==> src/rtl/updown_counter_param.sv <==
// Two-button up/down counter: each active-low button is synchronised and debounced,
// and each debounced press becomes one count step with wrap or saturate at the limits.
module updown_counter_param #(
   parameter int WIDTH           = 4,
   parameter int MAX_VAL         = (2 ** WIDTH) - 1,
   parameter int DEBOUNCE_CYCLES = 4,
   parameter bit SATURATE        = 1'b0
) (
   input  logic             Clk,
   input  logic             Rst,
   input  logic [1:0]       Push,
   input  logic             Load,
   input  logic [WIDTH-1:0] Load_Val,
   output logic [WIDTH-1:0] Cnt_o_LED,
   output logic             Limit_o
);

   localparam int              DCW        = (DEBOUNCE_CYCLES > 1) ? $clog2(DEBOUNCE_CYCLES) : 1;
   localparam logic [WIDTH-1:0] MAX_L     = WIDTH'(MAX_VAL);
   localparam logic [DCW-1:0]   DC_LAST   = DCW'(DEBOUNCE_CYCLES - 1);
   localparam bit               FULL_RANGE = (MAX_VAL == (2 ** WIDTH) - 1);

   if (WIDTH < 1 || WIDTH > 16) begin : g_bad_width
      $error("updown_counter_param: WIDTH must be 1..16");
   end
   if (MAX_VAL < 0 || MAX_VAL > (2 ** WIDTH) - 1) begin : g_bad_max
      $error("updown_counter_param: MAX_VAL must fit in WIDTH bits");
   end
   if (DEBOUNCE_CYCLES < 1) begin : g_bad_db
      $error("updown_counter_param: DEBOUNCE_CYCLES must be >= 1");
   end

   // Bit 1 is the up button, bit 0 the down button; 1 means released.
   logic [1:0]          s1_q, s2_q;
   logic [1:0]          db_q, db_d;
   logic [1:0]          db_prev_q;
   logic [1:0][DCW-1:0] dc_q, dc_d;
   logic [1:0]          press_ev;
   logic [WIDTH-1:0]    cnt_q, cnt_d;
   logic                lim_q, lim_d;
   logic [WIDTH-1:0]    load_clamped;

   always_ff @(posedge Clk or negedge Rst) begin
      if (!Rst) begin
         s1_q      <= 2'b11;
         s2_q      <= 2'b11;
         db_q      <= 2'b11;
         db_prev_q <= 2'b11;
         dc_q      <= '0;
      end else begin
         s1_q      <= Push;
         s2_q      <= s1_q;
         db_q      <= db_d;
         db_prev_q <= db_q;
         dc_q      <= dc_d;
      end
   end

   // A sample that matches the accepted state restarts qualification.
   always_comb begin
      db_d = db_q;
      dc_d = dc_q;
      for (int b = 0; b < 2; b++) begin
         if (s2_q[b] == db_q[b]) begin
            dc_d[b] = '0;
         end else if (dc_q[b] == DC_LAST) begin
            db_d[b] = s2_q[b];
            dc_d[b] = '0;
         end else begin
            dc_d[b] = dc_q[b] + 1'b1;
         end
      end
   end

   assign press_ev = db_prev_q & ~db_q;

   if (FULL_RANGE) begin : g_no_clamp
      assign load_clamped = Load_Val;
   end else begin : g_clamp
      assign load_clamped = (Load_Val > MAX_L) ? MAX_L : Load_Val;
   end

   always_comb begin
      cnt_d = cnt_q;
      lim_d = 1'b0;
      if (Load) begin
         cnt_d = load_clamped;
      end else if (press_ev[1] && press_ev[0]) begin
         cnt_d = cnt_q;
      end else if (press_ev[1]) begin
         if (cnt_q < MAX_L) begin
            cnt_d = cnt_q + 1'b1;
         end else begin
            lim_d = 1'b1;
            cnt_d = SATURATE ? cnt_q : '0;
         end
      end else if (press_ev[0]) begin
         if (cnt_q != '0) begin
            cnt_d = cnt_q - 1'b1;
         end else begin
            lim_d = 1'b1;
            cnt_d = SATURATE ? cnt_q : MAX_L;
         end
      end
   end

   always_ff @(posedge Clk or negedge Rst) begin
      if (!Rst) begin
         cnt_q <= '0;
         lim_q <= 1'b0;
      end else begin
         cnt_q <= cnt_d;
         lim_q <= lim_d;
      end
   end

   assign Cnt_o_LED = cnt_q;
   assign Limit_o   = lim_q;

endmodule

==> config.mk <==
export PLATFORM = sky130hd
export DESIGN_NAME = updown_counter_param
export DESIGN_NICKNAME = d
export VERILOG_FILES = /design/src/rtl/updown_counter_param.sv
export SDC_FILE = /design/constraint.sdc
export NUM_CORES = 1
export LEC_CHECK = 0
export CELL_PAD_IN_SITES_DETAIL_PLACEMENT = 1
export CELL_PAD_IN_SITES_GLOBAL_PLACEMENT = 1
export CORE_ASPECT_RATIO = 1.2
export CORE_MARGIN = 8
export CORE_UTILIZATION = 39
export DETAILED_ROUTE_END_ITERATION = 10
export GPL_TIMING_DRIVEN = 0
export PLACE_DENSITY_LB_ADDON = 0.1
export SLEW_MARGIN = 20
export SYNTH_ARGS = -nofsm -noshare
export SYNTH_HDL_FRONTEND = slang
export SYNTH_SLANG_ARGS = --single-unit
==> constraint.sdc <==
create_clock -name Clk -period 1.8 [get_ports Clk]
set_input_delay 0.18 -clock Clk [delete_from_list [all_inputs] [get_ports Clk]]
set_output_delay 0.18 -clock Clk [all_outputs]
set_load 0.02 [all_outputs]
==> reports/results.ini <==
[sta]
max_freq_ghz=0.589
setup_violations=0
rsz0062_at_grt=false
hold_slack_ns=0.292
finalCriticalPeriod_ns=1.70
hold_viol=0
slew-limit-headroom_pct=51.4
finalSetupTns_ns=0
skew_ns=0.00207
min_period_over_period_pct=94.3
slew_viol_final=0
worst_pin_slew_ns=0.727

[finish]
fin_util_pct=50.3
syn2layout_area_growth_pct=23.1
n_antenna_cell=0
post_route_cells_drive_above_1_share_pct=23.1
final_cells=111
final_cell_area_sq_mm=0.00102
nNetsFinal=105

[global_routing]
grt_usage_pct=10.7
grt_use_met2_pct=18.7
grt_pass1_wl_um=3240
antenna_found_initial=0
gr-usage-met3_pct=3.08
grt_pass1_vias=693
overflow=0
grt_busiest_layer=met2
use_met1_pct=11.7
grt_max_degree=18

[routing]
antenna_left=0
drc=0
wire_per_inst_um=15.9
drt_iter0_drc=11
post_drt_via_cell_ratio=5.68
first_pass_iters=4
vias=630
totalWireLength_um=1760

[synth]
synthTopCellsByArea=dfrtp_1 27%, dfstp_2 25%, ha_1 6.0%
synth_common_cells=9 x dfrtp_1, 8 x dfstp_2, 5 x nand2_1, 5 x nor3_1
ys_warn_count=0
synth-seq-cells=17
syn_inst=74
synth_fp_nets=87
netlist.area_leader.share_pct=27.2
ys_seq_area_share_pct=52.6
synth_most_common_cell=dfrtp_1
syn_area_sq_um=828
synth-edff-count=0
synth_area_leader_cell=dfrtp_1
synth_ff_type=dfrtp_1
ys_types=34
async_flop_share_pct=100
synth.avg_cell_area_sq_um=11.2

[power]
p_leak_nw=0.425
p_per_area_mw_per_mm2=1480
ir_drop_uv=631

[cts]
cts.sinks=17
root_buffer=clkbuf_4
numCtsBuffers=3
cts_max_path_buffers=2
clkSlewWorstSetupHoldPaths_ns=0.10
cts_setup_buffers=0
htreeDepth=1
cts_tree=built
clk_latency_ns=0.28

[critical_path]
required_ns=1.96
cp-end-kind=flip-flop
path_class=reg -> reg
cp_max_fo=6
cp.arrival_ns=1.86
start_kind=flip-flop

[floorplan]
initial_core_util_pct=40.9
ios=14
fp.dieH_um=66.5
rows=18
die-area_sq_mm=0.00386
die_w_um=58.1
core_sq_mm=0.00203

[placed_design]
hpwlAfterDp_um=1360
place_inst=107
place_congestion=0.761
dpl_cell_area_sq_um=983
port_buffers=13

[outcome]
outcome=completed

[min_path]
hp-class=in -> reg

[job]
maxCapViolCount=0

## stage by stage
stage	setup slack, ns	power (mW)
2_1_floorplan	0.0216	1.08
3_3_place_gp	-0.0713	1.27
3_5_place_dp	-0.0989	1.31
4_1_cts	0.0552	1.53
5_1_grt	0.0140	1.65
6_report	0.103	1.51
## path summary, 6_finish.rpt
path | slack, ns | endpoint | depth (start not counted) | startpoint
min in group asynchronous | 0.32 | dc_q[0]$_DFF_PN0_ | 1 | Rst
min | 0.29 | s1_q[1]$_DFF_PN1_ | 1 | Push[1]
max | 0.10 | Cnt_o_LED[1]$_DFFE_PN0P_ | 4 | db_q[0]$_DFFE_PN1P_
max in group asynchronous | 0.98 | Cnt_o_LED[0]$_DFFE_PN0P_ | 1 | Rst
max reg2reg | 0.10 | Cnt_o_LED[1]$_DFFE_PN0P_ | 4 | db_q[0]$_DFFE_PN1P_
min reg2reg | 0.36 | s2_q[0]$_DFF_PN1_ | 0 | s1_q[0]$_DFF_PN1_
## power breakdown
part / switching, mW / internal (mW) / total (mW)
clock network: 0.115 / 0.0825 / 0.197
registers: 0.122 / 0.542 / 0.664
logic: 0.336 / 0.312 / 0.647
## flip-flops by register name (all words and copies together) (netlist names)
name / cells
s2_q: 2
db_prev_q: 2
Cnt_o_LED: 4
db_q: 2
Limit_o: 1
s1_q: 2
dc_q: 4
## layer usage
| layer | wire, um | up-vias | part of all wire, % |
|---|---|---|---|
| met5 | 0 | - | 0 |
| met4 | 12 | 0 | 0.68 |
| met3 | 71 | 2 | 4.0 |
| met2 | 946 | 8 | 54 |
| met1 | 729 | 320 | 41 |
| li1 | - | 300 | - |
## logic make-up (layout without fill, tap and decap cells)
group	Yosys count	after routing	synth area share, %
AND/OR/NAND/NOR	28	28	18.0
XOR/XNOR	2	2	2.12
multiplexers	3	3	4.53
adder cells (fa/ha/maj)	4	4	6.04
buffers and inverters	4	21	1.96
flip-flops	17	17	52.6
AO/OA/AOI/OAI	16	16	14.8
## worst max-delay path, cell delays in order, from the launching register on
cell and delay, ns:
dfstp_2 0.58, nand2b_1 0.28, nor2_1 0.12, a2111oi_0 0.49, o21ai_1 0.11
## cells in the final DEF (no fill, tap or decap), types with 2 or more instances in the layout
cell type	count
nand2b_1	2
ha_1	4
clkbuf_4	3
nand2_1	5
dfrtp_2	2
nor2_1	4
a211oi_1	2
dfstp_2	8
nand3_1	4
o31ai_1	2
dfrtp_1	7
inv_1	3
mux2_2	2
clkdlybuf4s50_1	13
nor2b_1	2
nor3_1	5
## area by class of cell
type / instances / area, sq um
sequential: 17 / 438
fill: 233 / 1010
clock buffer: 3 / 22.5
tap: 20 / 25.0
buffer: 1 / 5.00
multi-input combinational: 53 / 383
inverter: 3 / 11.3
timing repair buffer: 13 / 130
clock inverter: 1 / 5.00
## timing repair
item,CTS,global route
hold buffers,0,0
resized for setup,2,2
setup endpoints to repair,1,1
Note: power is estimated with default switching activity, not from simulation.
